## config.mk

```make
export PLATFORM = sky130hd
export DESIGN_NAME = multicycle_ctrl
export DESIGN_NICKNAME = d
export VERILOG_FILES = /design/src/rtl/multicycle_ctrl_pkg.sv /design/src/rtl/multicycle_ctrl_alu_decoder.sv /design/src/rtl/multicycle_ctrl.sv
export SDC_FILE = /design/constraint.sdc
export NUM_CORES = 1
export LEC_CHECK = 0
export ABC_AREA = 1
export BUFFER_PORTS_ARGS = -buffer_cell sky130_fd_sc_hd__buf_4
export CAP_MARGIN = 0
export CORE_MARGIN = 8
export CORE_UTILIZATION = 45
export CTS_BUF_LIST = sky130_fd_sc_hd__clkbuf_8
export DETAILED_ROUTE_END_ITERATION = 10
export PLACE_DENSITY = 0.87
export SLEW_MARGIN = 30
export SYNTH_ARGS = -nofsm -noshare
export SYNTH_HDL_FRONTEND = slang
export SYNTH_SLANG_ARGS = --single-unit
```

## constraint.sdc

```tcl
create_clock -name clk -period 1.88 [get_ports clk]
set_input_delay 0.094 -clock clk [delete_from_list [all_inputs] [get_ports clk]]
set_output_delay 0.094 -clock clk [all_outputs]
set_load 0.01 [all_outputs]
```

## src/rtl/multicycle_ctrl_pkg.sv

```systemverilog
// Shared encodings for the multi-cycle RV32I control path: FSM states,
// opcodes, ALU operations, immediate formats and result-mux selects.
package ctrl_pkg;

    typedef enum logic [3:0] {
        S_IDLE,
        S_FETCH,
        S_DECODE,
        S_MEMADR,
        S_MEMREAD,
        S_MEMWB,
        S_MEMWRITE,
        S_EXECR,
        S_EXECI,
        S_LUI,
        S_ALUWB,
        S_BR,
        S_JAL,
        S_TRAP
    } state_t;

    localparam logic [6:0] OP_LW  = 7'b0000011;
    localparam logic [6:0] OP_SW  = 7'b0100011;
    localparam logic [6:0] OP_R   = 7'b0110011;
    localparam logic [6:0] OP_I   = 7'b0010011;
    localparam logic [6:0] OP_LUI = 7'b0110111;
    localparam logic [6:0] OP_BR  = 7'b1100011;
    localparam logic [6:0] OP_JAL = 7'b1101111;

    localparam logic [2:0] ALU_ADD   = 3'b000;
    localparam logic [2:0] ALU_SUB   = 3'b001;
    localparam logic [2:0] ALU_AND   = 3'b010;
    localparam logic [2:0] ALU_OR    = 3'b011;
    localparam logic [2:0] ALU_SLT   = 3'b101;
    localparam logic [2:0] ALU_PASSB = 3'b110;

    localparam logic [2:0] IMM_I = 3'b000;
    localparam logic [2:0] IMM_S = 3'b001;
    localparam logic [2:0] IMM_B = 3'b010;
    localparam logic [2:0] IMM_J = 3'b011;
    localparam logic [2:0] IMM_U = 3'b100;

    localparam logic [1:0] RES_ALUOUT    = 2'b00;
    localparam logic [1:0] RES_READDATA  = 2'b01;
    localparam logic [1:0] RES_ALURESULT = 2'b10;
    localparam logic [1:0] RES_PC4       = 2'b11;

    function automatic logic [2:0] imm_sel(input logic [6:0] op);
        case (op)
            OP_SW:   imm_sel = IMM_S;
            OP_BR:   imm_sel = IMM_B;
            OP_JAL:  imm_sel = IMM_J;
            OP_LUI:  imm_sel = IMM_U;
            default: imm_sel = IMM_I;
        endcase
    endfunction

endpackage

```

## src/rtl/multicycle_ctrl_alu_decoder.sv

```systemverilog
// Purpose: maps funct3/funct7b5 to an ALU operation and flags unsupported funct3.
// Latency: purely combinational.
// Backpressure: none; evaluated whenever the FSM sits in an execute state.
module alu_decoder
    import ctrl_pkg::*;
(
    input  logic [6:0] op,
    input  logic [2:0] funct3,
    input  logic       funct7b5,
    output logic [2:0] ALUControl,
    output logic       illegal
);

    always_comb begin
        ALUControl = ALU_ADD;
        illegal    = 1'b0;
        case (funct3)
            // funct7b5 only selects sub for register-register ops; addi keeps bit 30 as immediate
            3'b000:  ALUControl = (op == OP_R && funct7b5) ? ALU_SUB : ALU_ADD;
            3'b010:  ALUControl = ALU_SLT;
            3'b110:  ALUControl = ALU_OR;
            3'b111:  ALUControl = ALU_AND;
            default: illegal = 1'b1;
        endcase
    end

endmodule

```

## src/rtl/multicycle_ctrl.sv

```systemverilog
// Purpose: multi-cycle RV32I control FSM driving ALU, memory, regfile and PC; CTRL_PERF_EN adds perf counters.
// Latency: R/I/lui 4, lw 5, sw 4, branch/jal 3 cycles plus one per mem_ready-low cycle.
// Backpressure: holds in FETCH/MEMREAD/MEMWRITE until mem_ready; traps after WAIT_LIMIT stalled cycles.
module multicycle_ctrl
    import ctrl_pkg::*;
#(
    parameter int WAIT_LIMIT = 16
) (
    input  logic        clk,
    input  logic        rst_n,
    input  logic [6:0]  op,
    input  logic [2:0]  funct3,
    input  logic        funct7b5,
    input  logic        Zero,
    input  logic        mem_ready,
    output logic        mem_req,
    output logic        MemWrite,
    output logic        AdrSrc,
    output logic        IRWrite,
    output logic [2:0]  ALUControl,
    output logic        ALUSrcA,
    output logic        ALUSrcB,
    output logic [2:0]  ImmSrc,
    output logic [1:0]  ResultSrc,
    output logic        RegWrite,
    output logic        PCUpdate,
    output logic        PCSrc,
    output logic        instr_retired,
    output logic        trap,
    output logic [31:0] cycle_count,
    output logic [31:0] instret_count
);

    localparam int WW = (WAIT_LIMIT > 1) ? $clog2(WAIT_LIMIT) : 1;
    localparam logic [WW-1:0] WAIT_LAST = WW'((WAIT_LIMIT > 0) ? WAIT_LIMIT - 1 : 0);

    state_t        state;
    logic [WW-1:0] wait_cnt;
    logic [2:0]    dec_alu;
    logic          dec_illegal;
    logic          in_wait;
    logic          wait_expire;

    alu_decoder u_alu_decoder (
        .op         (op),
        .funct3     (funct3),
        .funct7b5   (funct7b5),
        .ALUControl (dec_alu),
        .illegal    (dec_illegal)
    );

    assign in_wait     = (state == S_FETCH) || (state == S_MEMREAD) || (state == S_MEMWRITE);
    assign wait_expire = (WAIT_LIMIT != 0) && in_wait && !mem_ready && (wait_cnt == WAIT_LAST);

    always_ff @(posedge clk or negedge rst_n) begin
        if (!rst_n) begin
            state    <= S_IDLE;
            wait_cnt <= '0;
        end else begin
            if (WAIT_LIMIT != 0 && in_wait && !mem_ready && !wait_expire)
                wait_cnt <= wait_cnt + WW'(1);
            else
                wait_cnt <= '0;

            case (state)
                S_IDLE:     state <= S_FETCH;
                S_FETCH:    if (mem_ready) state <= S_DECODE;
                            else if (wait_expire) state <= S_TRAP;
                S_DECODE: begin
                    case (op)
                        OP_LW, OP_SW: state <= S_MEMADR;
                        OP_R:         state <= S_EXECR;
                        OP_I:         state <= S_EXECI;
                        OP_LUI:       state <= S_LUI;
                        OP_BR:        state <= (funct3[2:1] == 2'b00) ? S_BR : S_TRAP;
                        OP_JAL:       state <= S_JAL;
                        default:      state <= S_TRAP;
                    endcase
                end
                S_MEMADR:   state <= (op == OP_LW) ? S_MEMREAD : S_MEMWRITE;
                S_MEMREAD:  if (mem_ready) state <= S_MEMWB;
                            else if (wait_expire) state <= S_TRAP;
                S_MEMWRITE: if (mem_ready) state <= S_FETCH;
                            else if (wait_expire) state <= S_TRAP;
                S_EXECR,
                S_EXECI:    state <= dec_illegal ? S_TRAP : S_ALUWB;
                S_LUI:      state <= S_ALUWB;
                S_MEMWB,
                S_ALUWB,
                S_BR,
                S_JAL:      state <= S_FETCH;
                S_TRAP:     state <= S_TRAP;
                default:    state <= S_TRAP;
            endcase
        end
    end

    // Outputs decode from state alone, except the strobes that must qualify on this cycle's handshake/Zero.
    always_comb begin
        mem_req    = 1'b0;
        MemWrite   = 1'b0;
        AdrSrc     = 1'b0;
        IRWrite    = 1'b0;
        ALUControl = ALU_ADD;
        ALUSrcA    = 1'b0;
        ALUSrcB    = 1'b0;
        ResultSrc  = RES_ALUOUT;
        RegWrite   = 1'b0;
        PCUpdate   = 1'b0;
        PCSrc      = 1'b0;
        case (state)
            S_FETCH: begin
                mem_req = 1'b1;
                IRWrite = mem_ready;
            end
            S_DECODE: begin
                ALUSrcA = 1'b1;
                ALUSrcB = 1'b1;
            end
            S_MEMADR:  ALUSrcB = 1'b1;
            S_MEMREAD: begin
                mem_req = 1'b1;
                AdrSrc  = 1'b1;
            end
            S_MEMWB: begin
                ResultSrc = RES_READDATA;
                RegWrite  = 1'b1;
                PCUpdate  = 1'b1;
            end
            S_MEMWRITE: begin
                mem_req  = 1'b1;
                MemWrite = 1'b1;
                AdrSrc   = 1'b1;
                PCUpdate = mem_ready;
            end
            S_EXECR:   ALUControl = dec_alu;
            S_EXECI: begin
                ALUSrcB    = 1'b1;
                ALUControl = dec_alu;
            end
            S_LUI: begin
                ALUSrcB    = 1'b1;
                ALUControl = ALU_PASSB;
            end
            S_ALUWB: begin
                RegWrite = 1'b1;
                PCUpdate = 1'b1;
            end
            S_BR: begin
                ALUControl = ALU_SUB;
                PCUpdate   = 1'b1;
                PCSrc      = Zero ^ funct3[0];
            end
            S_JAL: begin
                ResultSrc = RES_PC4;
                RegWrite  = 1'b1;
                PCUpdate  = 1'b1;
                PCSrc     = 1'b1;
            end
            default: ;
        endcase
    end

    assign ImmSrc        = (state == S_IDLE) ? IMM_I : imm_sel(op);
    assign instr_retired = PCUpdate;
    assign trap          = (state == S_TRAP);

`ifdef CTRL_PERF_EN
    logic [31:0] cyc_q;
    logic [31:0] ret_q;

    always_ff @(posedge clk or negedge rst_n) begin
        if (!rst_n) begin
            cyc_q <= '0;
            ret_q <= '0;
        end else begin
            if (state != S_IDLE && state != S_TRAP)
                cyc_q <= cyc_q + 32'd1;
            if (instr_retired)
                ret_q <= ret_q + 32'd1;
        end
    end

    assign cycle_count   = cyc_q;
    assign instret_count = ret_q;
`else
    assign cycle_count   = '0;
    assign instret_count = '0;
`endif

endmodule

```

-- Word level (Yosys, flattened, before mapping)
Index checks and enable logic that the tools add are counted.
- register bits: 8
- bits of input ports: 15
- logic and storage cells: 73
- output and inout bits: 83
- equality and inequality tests: 24
- bitwise operators: 1
- muxes and demuxes: 25
- reductions and logical operators: 20
- add/subtract/negate cells: 1
- operator list (cell ; number):
    4-bit one-hot mux with 8 select lines ; 1
    4-bit equality test (second input constant) ; 7
    3-bit one-hot mux with 4 select lines ; 2
    4-bit one-hot mux with 6 select lines ; 1
    7-bit by 6-bit equality test with 1-bit output (second input constant) ; 3
    4-bit two-way mux ; 5
    4-bit by 3-bit equality test with 1-bit output (second input constant) ; 4
    7-bit equality test (second input constant) ; 2
    4-bit OR reduction ; 3
    3-bit two-way mux ; 3
    3-bit one-hot mux with 3 select lines ; 1
    4-bit by 2-bit equality test with 1-bit output (second input constant) ; 2
    1-bit two-way mux ; 8
    7-bit by 2-bit equality test with 1-bit output (second input constant) ; 1
    7-bit by 5-bit equality test with 1-bit output (second input constant) ; 1
    3-bit equality test (second input constant) ; 2
    2-bit OR reduction ; 3
    3-bit OR reduction ; 2
    5-bit OR reduction ; 1
    4-bit by 1-bit adder with 4-bit output (second input constant) ; 1
    4-bit by 1-bit equality test with 1-bit output (second input constant) ; 1
    1-bit logical AND ; 4
    4-bit logical NOT ; 1
    1-bit one-hot mux with 2 select lines ; 2
    other kinds (8) ; 10

-- Longest topological paths before layout
Gate-level depths: netlist of the first run.
- depth after elaboration: 8
- mapped depth: 10
- gate-level depth less buffers: 10

-- Hierarchy
A second synthesis of the first run with hierarchy kept.
- cell total of the unflattened synthesis: 239
- area, all modules: 1425.1 um^2
- by module, submodules not included (module ; times used ; area an instance (um^2) ; cells each ; seq. area each (um^2)):
    multicycle_ctrl ; 1 ; 1356.3 ; 221 ; 200.2
    alu_decoder ; 1 ; 68.8 ; 18 ; 0.0

-- Worst setup path before layout of the first run
No wires, ideal clock.
- path type: flip-flop to output port
- start point: register state[3]
- end point: output instr_retired
- arrival time: 1251 ps
- setup slack: 535 ps
- cell stages (with the launch flop): 8
- buffers on the path: 1
- cells stage by stage: dfrtp_1 > nand2_1 > inv_1 > nand2_2 > nand3_2 > nor2_1 > o21ai_0 > buf_4
- cells in the longest elaborated chain, start to end: 3
- elaborated cells on any way between the ends: 7
- classes of those cells: eq/ne: 5; mux: 1; reduce/logical: 1
- ends and longest elaborated chain (what ; RTL line ; RTL):
    start, declared ; multicycle_ctrl.sv:37 ; state_t state;
    start signal, assigned ; multicycle_ctrl.sv:75 ; OP_BR: state <= (funct3[2:1] == 2'b00) ? S_BR : S_TRAP;
    start signal, assigned ; multicycle_ctrl.sv:80 ; S_MEMADR: state <= (op == OP_LW) ? S_MEMREAD : S_MEMWRITE;
    start signal, assigned ; multicycle_ctrl.sv:86 ; S_EXECI: state <= dec_illegal ? S_TRAP : S_ALUWB;
    4-bit equality test / 4-bit by 3-bit equality test with 1-bit output (equally long branches) ; multicycle_ctrl.sv:111 ; case (state)
    4-bit OR reduction (no source line) ; n/a ;
    1-bit one-hot mux with 2 select lines * ; multicycle_ctrl.sv:111 ;
    end, declared ; multicycle_ctrl.sv:28 ; output logic instr_retired,
Mark *: on every way between the ends. The rest lies on a longest branch, timed or not.

-- Worst setup path after layout of the first run
- start point: register state[1]
- end point: output ALUControl[1]
- cells in the longest elaborated chain, start to end: 3
- elaborated cells on any way between the ends: 6
- classes of those cells: eq/ne: 4; mux: 1; reduce/logical: 1
- ends and longest elaborated chain (what ; RTL line ; RTL):
    4-bit equality test / 4-bit by 3-bit equality test with 1-bit output (equally long branches) ; multicycle_ctrl.sv:111 ;
    2-bit OR reduction (no source line) ; n/a ;
    3-bit one-hot mux with 3 select lines * ; multicycle_ctrl.sv:111 ;
    end, declared ; multicycle_ctrl.sv:20 ; output logic [2:0] ALUControl,
Marked as above.

==> qor.yml, run 1 <==
synthCells: 220
grt.busiest_layer: "met2"
num_antenna_cells: 0
cts_tree: "built"
hpwl_um: 2760
report.final.hold_viol_count: 0
crit_cells: 6
rsz0062_at_grt: "no"
dp_slack_ns: 0.507
cts_hold_buf: 1
grt_usage: 0.119
post-cts-setup-buffers: 0
ff2ff_setup_slack_ns: 0.58
final_util: 0.491
arrival_ns: 1.52
insertion_delay_ns: 0.22
critical_path_required_ns: 1.79
totalNegativeSetupSlack_ns: 0
cts_root_buffer: "clkbuf_8"
async_flop_share: 1.00
port_buffers: 33
finalSetupViolCount: 0
area_delta_synth_final_pct: 6.47
path_delay_family: "simple AND/OR/NAND/NOR gates"
power.leakage_uw: 0.000899
grt_pass1_vias: 1196
crit_buf_inv: 2
drive_gt1_frac: 0.224
synth_edf_count: 0
crit_path_end_kind: "output port"
yosys_register_bits: 8
synth_area_leader_cell: "buf_4"
max_stage_delay_ns: 0.44
cp_slowest_cell: "dfrtp_1"
grtUsageMet1: 0.130
r2r_cells: 6
finalPower_uw: 493
first_pass_iters: 4
grt.overflow.total: 0
startpoint: "state[1]"
via_per_inst: 4.25
ctsLongestPathBuffers: 2
cts_resized: 0
final_max_slew_viol_count: 0
switching_share: 0.311
cp_cell_sequence: "nor2_2, nand2_1, nand2_2, inv_2, o21ai_0, buf_4"
clkPwrFrac: 0.402
status: "completed"
fillCellCount: 325
grt_max_degree: 9
min_period_ns: 1.62
vias: 1224
wire_per_inst_um: 10.7
synth.most_common_cell: "buf_4"
grt.met3_usage: 0.0321
synth_area_mm2: 0.00137
period_share: 0.861
cts-buffers-inserted: 3
multi_input_area_um2: 825
clk_pin_slew_worst_paths_ns: 0.04
synth_flop_cell: "dfrtp_1"
synth_seq_area_share: 0.146
start_kind: "flop"
powerDensity_mw_per_mm2: 337
rows: 20
power_frac_seq: 0.351
antenna_found_initial: 0
p_int_uw: 340
switching_power_uw: 153
clkSinkCount: 8
synthTopCellsByArea: "buf_4 36%, dfrtp_1 15%, nand2_1 12%"
regArea_um2: 200
hp-class: "in2async"
die_y_um: 71.3
drt_iter0_markers: 90
start_util: 0.461
coreArea_mm2: 0.00298
finClkSkew_ns: 0.00203
wirelength_um: 3090
drt.antenna.violating_nets: 0
grt_pass1_wl_um: 5050
synth_commonest_cells: "65 x buf_4, 44 x nand2_1, 29 x nor2_1, 21 x inv_1"
final_nets: 273
vdd_ir_drop_max_mv: 0.149
holdWs_ns: 0.227
pwr-share-comb: 0.247
crit_end: "ALUControl[1]"
ys.warnings.count: 0
fin_ws_ns: 0.262
met2_usage: 0.208
ios: 98
gp_congestion: 0.881
r2r-end: "state[2]"
critical_path_class: "reg2out"
drcViolationCount: 0
cp_max_fo: 5
clock.fmax_ghz: 0.618
synth_cell_types: 25
dieWidth_um: 71.3
reg2reg_from: "state[1]"
syn_avg_cell_area_um2: 6.24
die_area_mm2: 0.00508
cts_htree_levels: 1
cap_violations: 0
yosysTopAreaCellShare: 0.355
[final cells by class]
| class | count | area share |
|---|---|---|
| multi-input cells | 184 | 0.564 |
| well taps | 33 | 0.0282 |
| clock buffers | 3 | 0.0282 |
| inverters | 26 | 0.0667 |
| flip-flops and latches | 8 | 0.137 |
| repair buffers | 34 | 0.176 |
[routing by layer]
metal | vias up | share of wire
li1 | 619 | -
met1 | 535 | 0.41
met2 | 66 | 0.47
met3 | 4 | 0.11
met4 | 0 | 0.012
met5 | - | 0
[through the flow]
stage,std cells,cell area [um^2]
final,288,1460
after global routing,288,1460
after CTS,288,1460
after detailed placement,284,1410
after global placement,284,1410
after floorplan,283,1610
[state kept, by name, summed over array words and instances (netlist names)]
signal and count:
state 4, wait_cnt 4
[worst min path at each step]
stage,startpoint,end,slack [ns],depth (start not counted)
after floorplan,rst_n,state[0],-0.20,0
after global placement,rst_n,wait_cnt[0],-0.09,1
after detailed placement,rst_n,wait_cnt[0],-0.08,1
after CTS,rst_n,wait_cnt[1],0.22,2
after global routing,rst_n,wait_cnt[1],0.25,2
final,rst_n,wait_cnt[1],0.23,2
[cell families (layout without fill, tap and decap cells)]
group,Yosys count,count (layout),share of synthesized area
other cells,1,64,0.00273
xor+xnor,2,2,0.0128
fa+ha+maj,1,1,0.00911
flops,8,8,0.146
buf+inv,91,63,0.426
compound gates,17,17,0.0683
simple gates,100,100,0.335
[cell usage in the layout (no fill, tap or decap), types with 2 or more instances in the layout]
cell type	count
a21oi_1	5
inv_2	5
dfrtp_1	8
nor2_2	3
buf_4	33
o21ai_0	9
nand3_1	9
clkbuf_8	3
nor2_4	2
nand4_1	2
nand2_2	4
nor2_1	29
inv_1	21
conb_1	64
nand3_2	3
nand2_1	44
[power by group through the flow]
stage	Clock, uW	Sequential [uW]	Combinational [uW]
final	198	173	122
after global routing	210	173	138
after detailed placement	0	175	114
after floorplan	0	175	176
after global placement	0	175	113
after CTS	203	173	116
No activity file was read; power rests on OpenSTA's default activity.
==> inputs of run 2 (changes only) <==
Settings changed: CORE_MARGIN 8 to 3.
==> run 2 against run 1 <==
Critical path depth up 1. Cell count shrank 0.69%. Combinational power about the same. Utilization increased by 2.5 points. Sequential power is essentially flat. Worst hold slack improved by 0.0026 ns. Global-route usage rose by 1.4 points. Count of clock-buffer cells in the layout is the same. Setup slack improved by 0.014 ns. Critical path type unchanged. Critical endpoint is now instr_retired.
==> qor.yml, run 2 (same netlist as run 1, synthesis figures left out) <==
status: "completed"  # unchanged
placed_cell_area_mm2: 0.00141  # about the same
ctsLongestPathBuffers: 2  # unchanged
coreArea_mm2: 0.00283  # was 0.00298 mm^2
critical_path_class: "reg2out"  # unchanged
cts-buffers-inserted: 3  # unchanged
num_antenna_cells: 0  # unchanged
wire_per_inst_um: 9.05  # was 10.7 um
insertion_delay_ns: 0.23  # was 0.22 ns
final_cell_mix: "64 x conb_1, 44 x nand2_1, 33 x buf_4, 29 x nor2_1, 21 x inv_1"  # unchanged
vdd_ir_drop_max_mv: 0.129  # was 0.149 mV
die_y_um: 61.3  # was 71.3 um
grt_max_degree: 9  # unchanged
hp-class: "in2async"  # unchanged
power.leakage_uw: 0.000899  # unchanged
report.final.hold_viol_count: 0  # unchanged
drcViolationCount: 0  # unchanged
gp_congestion: 0.856  # was 0.881
clk_pin_slew_worst_paths_ns: 0.04  # about the same
cts_tree: "built"  # unchanged
arrival_ns: 1.51  # was 1.52 ns
dieWidth_um: 61.3  # was 71.3 um
post-cts-setup-buffers: 0  # unchanged
die_area_mm2: 0.00375  # was 0.00508 mm^2
grt.overflow.total: 0  # unchanged
finalInstanceArea_mm2: 0.00146  # about the same
clkSinkCount: 8  # unchanged
cts_htree_levels: 1  # unchanged
totalNegativeSetupSlack_ns: 0  # unchanged
first_pass_iters: 4  # unchanged
grt_usage: 0.132  # was 0.119
ios: 98  # unchanged
area_delta_synth_final_pct: 6.28  # was 6.47%
port_buffers: 33  # unchanged
period_share: 0.853  # was 0.861
grt_pass1_wl_um: 3690  # was 5050 um
final_common_cell: "conb_1"  # unchanged
start_kind: "flop"  # unchanged
top_regs: "state (4), wait_cnt (4)"  # unchanged
drt_iter0_markers: 63  # was 90
ff2ff_setup_slack_ns: 0.55  # was 0.58 ns
critical_path_required_ns: 1.79  # about the same
finalSetupViolCount: 0  # unchanged
powerDensity_mw_per_mm2: 337  # about the same
start_util: 0.486  # was 0.461
hpwl_um: 2230  # was 2760 um
min_period_ns: 1.60  # was 1.62 ns
crit_path_end_kind: "output port"  # unchanged
drt.antenna.violating_nets: 0  # unchanged
drive_gt1_frac: 0.224  # unchanged
finClkSkew_ns: 0.00458  # was 0.00203 ns
vias: 1198  # was 1224
rows: 19  # was 20
final_max_slew_viol_count: 0  # unchanged
via_per_inst: 4.19  # was 4.25
cap_violations: 0  # unchanged
dp_slack_ns: 0.533  # was 0.507 ns
antenna_found_initial: 0  # unchanged
grt_pass1_vias: 915  # was 1196
cp_max_fo: 4  # was 5
cts_root_buffer: "clkbuf_8"  # unchanged
clock.fmax_ghz: 0.623  # was 0.618 GHz
fin_ws_ns: 0.275  # was 0.262 ns
rsz0062_at_grt: "no"  # unchanged
wirelength_um: 2590  # was 3090 um
final_nets: 273  # unchanged
## run 2: cell counts in the layout (fill, tap and decap cells not counted)
No cell type changed its count.
## run 2: worst paths after layout
kind / cells after the start / endpoint / startpoint
max in group asynchronous: 2 / wait_cnt[3] / rst_n
min in group clk: 5 / state[0] / mem_ready
max reg2reg: 8 / state[0] / state[3]
min: 2 / state[1] / rst_n
min reg2reg: 1 / wait_cnt[0] / wait_cnt[0]
max: 7 / instr_retired / state[3]
## run 2: cell type report
class,count,area [um^2]
Fill cell,279,1370
Multi-Input combinational cell,184,825
Timing Repair Buffer,34,258
Sequential cell,8,200
Inverter,26,97.6
Clock buffer,3,41.3
Tap cell,31,38.8
## run 2: routing by layer
layer / vias to the layer above / GRT usage / share of wire
li1: 622 / - / -
met1: 505 / 0.169 / 0.38
met2: 64 / 0.199 / 0.48
met3: 7 / 0.0210 / 0.11
met4: 0 / 0.0991 / 0.031
met5: - / 0 / 0
## run 2: where the power goes
group / internal, uW / switching [uW]
clock network: 138 / 62.1
logic: 29.0 / 90.2
registers: 173 / 0
total: 340 / 152
## run 2: critical path, cell delays in order, from the launching register on
cell and delay (ns):
dfrtp_1 0.43, nand2_1 0.11, inv_1 0.08, nand2_2 0.10
nand3_2 0.08, nor2_1 0.16, o21ai_0 0.15, buf_4 0.17
## run 2: what timing repair did
item / 4_1_cts / 5_1_grt
hold buffers: 1 / 0
endpoints found under the hold margin: 8 / 0
resized for setup: 0 / 0
## run 2: through the flow
step	utilization	total power (uW)	hold WS, ns	cells
6_report	0.516	493	0.229	286
3_3_place_gp	0.498	288	-0.0862	282
3_5_place_dp	0.498	289	-0.0867	282
5_1_grt	0.516	527	0.234	286
2_1_floorplan	-	352	-0.202	283
4_1_cts	0.516	494	0.216	286
